### config.mk
export PLATFORM = sky130hd
export DESIGN_NAME = uart_cmd_seq
export DESIGN_NICKNAME = d
export VERILOG_FILES = /design/src/rtl/uart_cmd_seq.sv
export SDC_FILE = /design/constraint.sdc
export NUM_CORES = 1
export LEC_CHECK = 0
export ABC_AREA = 0
export CORE_MARGIN = 10
export CORE_UTILIZATION = 50
export DETAILED_ROUTE_END_ITERATION = 12
export GPL_TIMING_DRIVEN = 1
export HOLD_SLACK_MARGIN = 0.15
export PLACE_DENSITY = 0.74
export SLEW_MARGIN = 20
export SYNTH_ARGS = -nofsm -noshare
export SYNTH_HDL_FRONTEND = slang
export SYNTH_SLANG_ARGS = --single-unit
### constraint.sdc
create_clock -name clk -period 6.6 [get_ports clk]
set_input_delay 0.66 -clock clk [delete_from_list [all_inputs] [get_ports clk]]
set_output_delay 0.66 -clock clk [all_outputs]
set_load 0.01 [all_outputs]
### src/rtl/uart_cmd_seq.sv
// uart_cmd_seq: FIFO-buffered register-command sequencer feeding the UART command/response engine.
// Optional per-command timeout is compiled in with `define UART_CMD_TIMEOUT_EN.
module uart_cmd_seq #(
  parameter int CMD_WIDTH  = 16,
  parameter int READ_WIDTH = 8,
  parameter int DEPTH      = 4,
  parameter int TO_CYCLES  = 65535
) (
  input  logic                     clk,
  input  logic                     rst_n,
  input  logic                     push,
  input  logic [CMD_WIDTH-1:0]     push_cmd,
  output logic                     full,
  output logic [$clog2(DEPTH):0]   level,
  output logic                     ovf,
  output logic [CMD_WIDTH-1:0]     cmd_out,
  output logic                     cmd_vld,
  input  logic                     cmd_rdy,
  input  logic                     read_rdy,
  input  logic [READ_WIDTH-1:0]    read_data,
  output logic                     rsp_vld,
  output logic [READ_WIDTH-1:0]    rsp_data,
  output logic                     rsp_err,
  output logic                     busy
);

  localparam int AW = $clog2(DEPTH);
  localparam logic [AW-1:0] PTR_ONE  = AW'(1'b1);
  localparam logic [AW:0]   LVL_ONE  = (AW+1)'(1'b1);
  localparam logic [AW:0]   LVL_ZERO = (AW+1)'(1'b0);
  localparam logic [AW:0]   LVL_FULL = (AW+1)'(DEPTH);

  if ((DEPTH < 32'sd2) || ((DEPTH & (DEPTH - 32'sd1)) != 32'sd0) ||
      (TO_CYCLES < 32'sd1) || (TO_CYCLES > 32'sd1048575)) begin : g_param_check
    $error("uart_cmd_seq: DEPTH must be a power of two >= 2 and TO_CYCLES in 1..2^20-1");
  end

  typedef enum logic [2:0] {
    S_IDLE      = 3'd0,
    S_ISSUE     = 3'd1,
    S_WAIT_BUSY = 3'd2,
    S_WAIT_DONE = 3'd3,
    S_WAIT_RSP  = 3'd4,
    S_RSP       = 3'd5
  } state_t;

  state_t                r_state;
  state_t                w_state_nxt;
  logic [CMD_WIDTH-1:0]  r_mem [DEPTH];
  logic [AW-1:0]         r_wr_ptr;
  logic [AW-1:0]         r_rd_ptr;
  logic [AW:0]           r_level;
  logic [AW:0]           w_level_nxt;
  logic                  r_full;
  logic                  r_ovf;
  logic [CMD_WIDTH-1:0]  r_cmd_out;
  logic                  r_cmd_vld;
  logic                  r_rsp_vld;
  logic [READ_WIDTH-1:0] r_rsp_data;
  logic                  r_rsp_err;
  logic                  r_busy;
  logic                  r_got;
  logic [READ_WIDTH-1:0] r_cap;
  logic                  w_push_ok;
  logic                  w_pop;
  logic                  w_xfer;
  logic                  w_waiting;
  logic                  w_to_hit;
  logic                  w_rsp_vld_nxt;
  logic [READ_WIDTH-1:0] w_rsp_data_nxt;
  logic                  w_rsp_err_nxt;

  // A push into a full FIFO is dropped even if a pop happens in the same cycle.
  assign w_push_ok = push & ~r_full;
  assign w_pop     = (r_state == S_IDLE) && (r_level != LVL_ZERO);
  assign w_xfer    = (r_state == S_ISSUE) && cmd_rdy;
  assign w_waiting = (r_state == S_WAIT_BUSY) || (r_state == S_WAIT_DONE) ||
                     (r_state == S_WAIT_RSP);

`ifdef UART_CMD_TIMEOUT_EN
  localparam logic [19:0] TO_LAST = 20'(TO_CYCLES - 1);
  logic [19:0] r_to_cnt;

  // Per-command timeout counter, restarted on every transfer.
  always_ff @(posedge clk or negedge rst_n) begin
    if (!rst_n) begin
      r_to_cnt <= 20'd0;
    end else if (w_xfer) begin
      r_to_cnt <= 20'd0;
    end else if (w_waiting) begin
      r_to_cnt <= r_to_cnt + 20'd1;
    end
  end

  assign w_to_hit = w_waiting && (r_to_cnt >= TO_LAST);
`else
  assign w_to_hit = 1'b0;
`endif

  // FIFO occupancy next value.
  always_comb begin
    w_level_nxt = r_level;
    case ({w_push_ok, w_pop})
      2'b10:   w_level_nxt = r_level + LVL_ONE;
      2'b01:   w_level_nxt = r_level - LVL_ONE;
      default: w_level_nxt = r_level;
    endcase
  end

  // FIFO storage (no reset needed: occupancy tracking guards every read).
  always_ff @(posedge clk) begin
    if (w_push_ok) begin
      r_mem[r_wr_ptr] <= push_cmd;
    end
  end

  // FIFO pointers, occupancy and overflow pulse.
  always_ff @(posedge clk or negedge rst_n) begin
    if (!rst_n) begin
      r_wr_ptr <= '0;
      r_rd_ptr <= '0;
      r_level  <= LVL_ZERO;
      r_full   <= 1'b0;
      r_ovf    <= 1'b0;
    end else begin
      if (w_push_ok) begin
        r_wr_ptr <= r_wr_ptr + PTR_ONE;
      end
      if (w_pop) begin
        r_rd_ptr <= r_rd_ptr + PTR_ONE;
      end
      r_level <= w_level_nxt;
      r_full  <= (w_level_nxt == LVL_FULL);
      r_ovf   <= push & r_full;
    end
  end

  // Sequencer next state and the response that goes out with the move into RSP.
  always_comb begin
    w_state_nxt    = r_state;
    w_rsp_vld_nxt  = 1'b0;
    w_rsp_data_nxt = '0;
    w_rsp_err_nxt  = 1'b0;
    case (r_state)
      S_IDLE: begin
        if (w_pop) w_state_nxt = S_ISSUE;
        else       w_state_nxt = S_IDLE;
      end
      S_ISSUE: begin
        if (cmd_rdy) w_state_nxt = S_WAIT_BUSY;
        else         w_state_nxt = S_ISSUE;
      end
      S_WAIT_BUSY: begin
        if (w_to_hit) begin
          w_state_nxt   = S_RSP;
          w_rsp_vld_nxt = 1'b1;
          w_rsp_err_nxt = 1'b1;
        end else if (!cmd_rdy) begin
          w_state_nxt = r_cmd_out[CMD_WIDTH-1] ? S_WAIT_DONE : S_WAIT_RSP;
        end else begin
          w_state_nxt = S_WAIT_BUSY;
        end
      end
      S_WAIT_DONE: begin
        if (cmd_rdy) begin
          w_state_nxt   = S_RSP;
          w_rsp_vld_nxt = 1'b1;
        end else if (w_to_hit) begin
          w_state_nxt   = S_RSP;
          w_rsp_vld_nxt = 1'b1;
          w_rsp_err_nxt = 1'b1;
        end else begin
          w_state_nxt = S_WAIT_DONE;
        end
      end
      S_WAIT_RSP: begin
        // Data arriving on the completion cycle itself still counts as a good read.
        if (cmd_rdy) begin
          w_state_nxt   = S_RSP;
          w_rsp_vld_nxt = 1'b1;
          if (read_rdy) begin
            w_rsp_data_nxt = read_data;
          end else if (r_got) begin
            w_rsp_data_nxt = r_cap;
          end else begin
            w_rsp_err_nxt = 1'b1;
          end
        end else if (w_to_hit) begin
          w_state_nxt   = S_RSP;
          w_rsp_vld_nxt = 1'b1;
          w_rsp_err_nxt = 1'b1;
        end else begin
          w_state_nxt = S_WAIT_RSP;
        end
      end
      S_RSP:   w_state_nxt = S_IDLE;
      default: w_state_nxt = S_IDLE;
    endcase
  end

  // Sequencer state, registered outputs and read-data capture.
  always_ff @(posedge clk or negedge rst_n) begin
    if (!rst_n) begin
      r_state    <= S_IDLE;
      r_cmd_out  <= '0;
      r_cmd_vld  <= 1'b0;
      r_busy     <= 1'b0;
      r_rsp_vld  <= 1'b0;
      r_rsp_data <= '0;
      r_rsp_err  <= 1'b0;
      r_got      <= 1'b0;
      r_cap      <= '0;
    end else begin
      r_state    <= w_state_nxt;
      r_cmd_vld  <= (w_state_nxt == S_ISSUE);
      r_busy     <= (w_state_nxt != S_IDLE);
      r_rsp_vld  <= w_rsp_vld_nxt;
      r_rsp_data <= w_rsp_data_nxt;
      r_rsp_err  <= w_rsp_err_nxt;
      if (w_pop) begin
        r_cmd_out <= r_mem[r_rd_ptr];
      end
      if (w_xfer) begin
        r_got <= 1'b0;
        r_cap <= '0;
      end else if ((r_state == S_WAIT_RSP) && read_rdy) begin
        r_got <= 1'b1;
        r_cap <= read_data;
      end
    end
  end

  assign full     = r_full;
  assign level    = r_level;
  assign ovf      = r_ovf;
  assign cmd_out  = r_cmd_out;
  assign cmd_vld  = r_cmd_vld;
  assign rsp_vld  = r_rsp_vld;
  assign rsp_data = r_rsp_data;
  assign rsp_err  = r_rsp_err;
  assign busy     = r_busy;

endmodule
==> impl_metrics.py, run 1 <==
metrics = {
    "floorplanning": {
        "fp.coreArea_um2": 8680,
        "fp.dieH_um": 114,
        "die_area_um2": 13000,
        "initial_core_util_pct": 51.0,
        "die_x_um": 114,
        "num_rows": 34,
        "ios": 62,
    },
    "timing": {
        "rsz0062_at_grt": "no",
        "fin_tns_setup_ns": 0,
        "worst_pin_slew_ns": 1.03,
        "fin_skew_ns": 0.00876,
        "hold_viol": 0,
        "slew_headroom_pct": 31.7,
        "layout_min_cycle_time_ns": 2.77,
        "slew_viol_final": 0,
        "fmax_mhz": 362,
        "period_share_pct": 41.9,
        "setup_viol": 0,
    },
    "logic_synthesis": {
        "synth.distinct_cells": 40,
        "syn_nets": 282,
        "synth-seq-cells": 113,
        "syn_avg_cell_area_um2": 17.9,
        "ys.flop_type": "edfxtp_1",
        "yosys_warnings": 0,
        "netlist_area_um2": 4420,
        "async_flop_share_pct": 43.4,
        "yosysSeqAreaShare_pct": 71.2,
        "synthCells": 247,
        "synth_edf_count": 64,
    },
    "worst_setup_path": {
        "path_class": "flip-flop to flip-flop",
        "arrival_ns": 3.19,
        "endpoint_kind": "flip-flop",
        "critPathLaunchType": "flip-flop",
        "required_ns": 7.02,
        "crit_fanout": 22,
    },
    "routing": {
        "routed_via_density": 5.39,
        "first_iter_violations": 116,
        "vias": 2345,
        "wirelength_um": 8050,
        "firstDrtPassIters": 4,
        "routedWlPerCell_um": 18.5,
        "antenna_left": 0,
        "drc": 0,
    },
    "grt": {
        "overflow": 0,
        "antenna_found_initial": 0,
        "grt_pass1_wl_um": 12900,
        "grt_pass1_vias": 2469,
        "grt_start_max_net_pins": 50,
        "track_usage_pct": 12.9,
    },
    "clock_tree": {
        "cts_buffers": 17,
        "post_cts_resized": 0,
        "hold_buffers": 0,
        "cts_tree": "yes",
        "cts_max_path_buffers": 2,
        "cts.sinks": 113,
        "htree_num_levels": 4,
        "insertion_delay_ns": 0.51,
        "cts.clk_slew.worst_paths_ns": 0.05,
        "cts_setup_buffers": 0,
        "root_buffer": "clkbuf_8",
    },
    "cells_and_area": {
        "area_delta_synth_final_pct": 27.2,
        "diodes": 0,
        "utilization_pct": 64.8,
        "final_layout_size_suffix_gt1_share_pct": 16.8,
        "fin_cells": 435,
        "nets": 349,
    },
    "placed_design": {
        "hpwl_um": 5070,
        "place_inst": 403,
        "routabilityCongestion": 0.778,
        "io_buffers": 61,
    },
    "run_status": {
        "status": "complete, no violations",
    },
    "power": {
        "vdd.ir_drop.worst_uv": 254,
        "finalPower_uw": 2680,
        "p_leak_uw": 0.00218,
        "powerDensity_nw_per_um2": 477,
    },
    "worst_hold_path": {
        "hp-class": "input pin to async pin",
    },
    "run": {
        "max_cap_viol_count": 0,
    },
}
-- cell usage after synthesis (2+ instances only) --
cell type | n | area (um^2)
mux4_1 | 8 | 210
nand2b_1 | 3 | 18.8
nor2_1 | 10 | 37.5
a21oi_1 | 4 | 20.0
buf_2 | 2 | 10.0
mux2_2 | 8 | 90.1
xnor2_1 | 4 | 35.0
nand2_1 | 6 | 22.5
mux2_4 | 8 | 120
clkbuf_1 | 5 | 18.8
xor2_1 | 4 | 35.0
and2_1 | 5 | 31.3
ha_1 | 5 | 62.6
a22o_1 | 8 | 70.1
nor3_1 | 3 | 15.0
edfxtp_1 | 64 | 1920
buf_4 | 2 | 15.0
nor2b_1 | 3 | 18.8
mux4_2 | 8 | 180
a22oi_1 | 7 | 52.6
nand3_1 | 2 | 10.0
inv_1 | 8 | 30.0
o21ai_0 | 5 | 25.0
dfrtp_1 | 49 | 1230
-- final timing paths --
kind	start	end	slack (ns)	depth (start not counted)
worst max-delay path	r_state[1]	full	3.83	9
worst min-delay path	rst_n	rsp_data[5]	0.17	1
worst max register to register	r_state[1]	full	3.83	9
worst min register to register	cmd_out[12]	cmd_out[12]	0.50	1
max in group asynchronous	rst_n	cmd_out[7]	6.01	1
min in group clk	cmd_out[12]	cmd_out[12]	0.50	1
-- stage by stage --
stage	area (um^2)	worst slack, ns	hold slack, ns
after global placement	5080	3.89	0.484
after floorplan	4420	4.29	0.364
after detailed placement	5080	3.82	0.484
after CTS	5620	3.80	0.391
final	5620	3.83	0.174
after global routing	5620	3.66	0.202
-- cell families after synthesis --
group,count (synthesis),share of synthesized area (%)
AO/OA/AOI/OAI,28,4.50
XOR/XNOR,8,1.58
adder cells (fa/ha/maj),6,1.87
buffers and inverters,21,2.57
flip-flops,113,71.2
multiplexers,33,13.8
AND/OR/NAND/NOR,38,4.50
-- layout by cell type, fill, tap and decap left out, types with 2 or more instances in the layout --
master / count
mux4_1: 8
xor2_1: 4
mux2_4: 8
a22o_1: 8
a21oi_1: 4
edfxtp_1: 64
nand2b_1: 3
clkdlybuf4s50_1: 60
nor2_1: 10
bufinv_16: 2
clkinv_1: 3
mux2_2: 8
dfrtp_1: 49
a22oi_1: 7
o21ai_0: 5
clkinvlp_4: 2
nor2b_1: 3
ha_1: 5
inv_1: 8
nand2_1: 6
nand3_1: 2
xnor2_1: 4
nor3_1: 3
clkinv_2: 5
and2_1: 5
clkbuf_16: 16
mux4_2: 8
clkbuf_1: 2
-- layout make-up --
class	instances	area [um^2]
well taps	108	135
clock buffers	19	422
inverters	8	30.0
repair buffers	61	608
clock inverters	13	120
fillers	620	3050
multi-input cells	113	1160
flip-flops and latches	113	3150
-- where the power goes --
group / leakage (uW) / switching, uW / total [uW] / internal, uW
Combinational: 0.000708 / 320 / 763 / 443
Clock: 0.000264 / 293 / 821 / 528
Sequential: 0.00121 / 147 / 1100 / 954
-- registers in the layout (all words and copies together) (netlist names) --
register and count:
r_mem 64, rsp_data 8, full 1, level 3, cmd_out 16, rsp_err 1
cmd_vld 1, r_state 3, r_wr_ptr 2, ovf 1, rsp_vld 1, busy 1
r_rd_ptr 2, r_got 1, r_cap 8
-- worst max-delay path, cell delays in order (launching register included) --
cell and delay (ns):
dfrtp_1 0.47, nor2_4 0.21, o311a_2 0.65, ha_1 0.30, inv_1 0.06, fa_1 0.38, xor2_1 0.15, nor2_1 0.11
xor2_1 0.17, nor3b_1 0.19
-- metal layers --
metal	share of wire [%]	up-vias	global-route usage [%]
met2	49	84	20.7
met3	7.5	18	5.97
met5	0	-	0
met1	42	1172	14.7
met4	1.7	0	5.51
li1	-	1071	-
No activity file was read; power rests on OpenSTA's default activity.
==> run 2: changes to the inputs <==
CORE_UTILIZATION = 49   (was 50)
PLACE_DENSITY = 0.76   (was 0.74)
clock period = 2.3 ns   (was 6.6 ns; I/O delays follow)
==> impl_metrics.py, run 2 (same netlist as run 1, synthesis figures left out) <==
metrics = {
    "run_status": {
        "status": "complete, no violations",
    },
    "clock_tree": {
        "cts.clk_slew.worst_paths_ns": 0.05,
        "cts_buffers": 17,
        "cts_max_path_buffers": 2,
        "htree_num_levels": 4,
        "cts_tree": "yes",
        "cts.sinks": 113,
        "cts_setup_buffers": 0,
        "root_buffer": "clkbuf_8",
        "insertion_delay_ns": 0.50,
    },
    "worst_setup_path": {
        "crit_fanout": 5,
        "arrival_ns": 2.50,
        "endpoint_kind": "flip-flop",
        "critPathLaunchType": "flip-flop",
        "required_ns": 2.72,
        "path_class": "flip-flop to flip-flop",
    },
    "power": {
        "powerDensity_nw_per_um2": 1400,
        "vdd.ir_drop.worst_uv": 863,
        "p_leak_uw": 0.00228,
    },
    "routing": {
        "vias": 2411,
        "routedWlPerCell_um": 19.2,
        "antenna_left": 0,
        "drc": 0,
        "firstDrtPassIters": 4,
        "wirelength_um": 8630,
        "routed_via_density": 5.37,
        "first_iter_violations": 111,
    },
    "cells_and_area": {
        "area_delta_synth_final_pct": 31.1,
        "multi_input_area_um2": 1160,
        "mostFrequentLayoutCell": "edfxtp_1",
        "regArea_um2": 3150,
        "largest_reg_flops": 64,
        "fillers": 620,
        "diodes": 0,
        "final_cell_mix": "edfxtp_1 (64), clkdlybuf4s50_1 (60), dfrtp_1 (49)",
        "nets": 363,
        "fin_area_um2": 5800,
        "largest-register": "r_mem",
        "final_layout_size_suffix_gt1_share_pct": 20.5,
    },
    "floorplanning": {
        "initial_core_util_pct": 50.5,
        "die_x_um": 115,
        "die_area_um2": 13200,
        "num_rows": 34,
        "ios": 62,
        "fp.dieH_um": 115,
        "fp.coreArea_um2": 8760,
    },
    "timing": {
        "setup_viol": 0,
        "layout_min_cycle_time_ns": 2.08,
        "period_share_pct": 90.5,
        "fmax_mhz": 480,
        "fin_skew_ns": 0.00632,
        "hold_ws_ns": 0.236,
        "worst_slack_ns": 0.219,
        "rsz0062_at_grt": "no",
        "slew_headroom_pct": 65.1,
        "fin_tns_setup_ns": 0,
        "worst_pin_slew_ns": 0.524,
        "hold_viol": 0,
        "slew_viol_final": 0,
    },
    "grt": {
        "antenna_found_initial": 0,
        "grt_start_max_net_pins": 31,
        "overflow": 0,
        "grt_pass1_wl_um": 14000,
        "track_usage_pct": 13.9,
        "grt_pass1_vias": 2675,
    },
    "placed_design": {
        "hpwl_um": 5380,
        "post_dp_cell_area_um2": 5200,
        "io_buffers": 61,
        "dp_slack_ns": 0.0963,
        "routabilityCongestion": 0.763,
    },
    "run": {
        "max_cap_viol_count": 0,
    },
    "worst_hold_path": {
        "hp-class": "input pin to async pin",
    },
}
[run 2: changes by cell type in the layout (fill, tap and decap cells not counted), moves of 2 or more]
| cell | change |
|---|---|
| clkinv_2 | +2 |
| buf_4 | +10 |
| bufinv_16 | +2 |
| buf_12 | +2 |
[run 2: cell type report]
type / instances / share of cell area, %
Clock inverter: 14 / 2.93
Multi-Input combinational cell: 113 / 20.0
Clock buffer: 18 / 7.20
Sequential cell: 113 / 54.3
Inverter: 8 / 0.518
Tap cell: 108 / 2.33
Timing Repair Buffer: 75 / 12.7
[run 2: worst paths after layout]
check,endpoint,slack (ns),cells after the start,start
setup reg to reg,full,0.22,9,r_state[2]
min in group clk,ovf,0.31,2,push
max in group asynchronous,rsp_data[2],1.51,3,rst_n
hold reg to reg,r_cap[4],0.50,1,r_cap[4]
setup / recovery,full,0.22,9,r_state[2]
hold / removal,rsp_data[3],0.24,2,rst_n
[run 2: timing repair]
action	in CTS	in global routing
hold buffers	1	0
gates resized for setup	0	0
endpoints found under the hold margin	49	0
[run 2: worst max-delay path, stage by stage, from the launching register on]
cell	delay (ns)
dfrtp_1	0.39
inv_1	0.15
o311a_2	0.21
ha_1	0.17
inv_1	0.06
fa_1	0.37
xor2_1	0.15
nor2_1	0.11
xor2_1	0.20
nor3b_1	0.19
[run 2: metal layers]
metal	global-route usage, %	up-vias	routed length, um
met3	5.68	6	631
met5	0	-	0
li1	-	1101	-
met1	15.8	1222	3490
met2	23.1	82	4410
met4	5.45	0	94
[run 2: through the flow]
stage	total power, uW	utilization (%)	cells
floorplan	4650	-	247
global placement	5480	59.4	416
global route	8530	66.2	449
CTS	8220	66.2	449
detailed placement	5580	59.4	416
finish	8130	66.2	449
[run 2: report_power, final]
group | switching, uW | internal (uW) | leakage, uW
sequential | 307 | 2740 | 0.00121
clock | 852 | 1730 | 0.000293
combinational | 1100 | 1400 | 0.000787
total | 2260 | 5870 | 0.00228
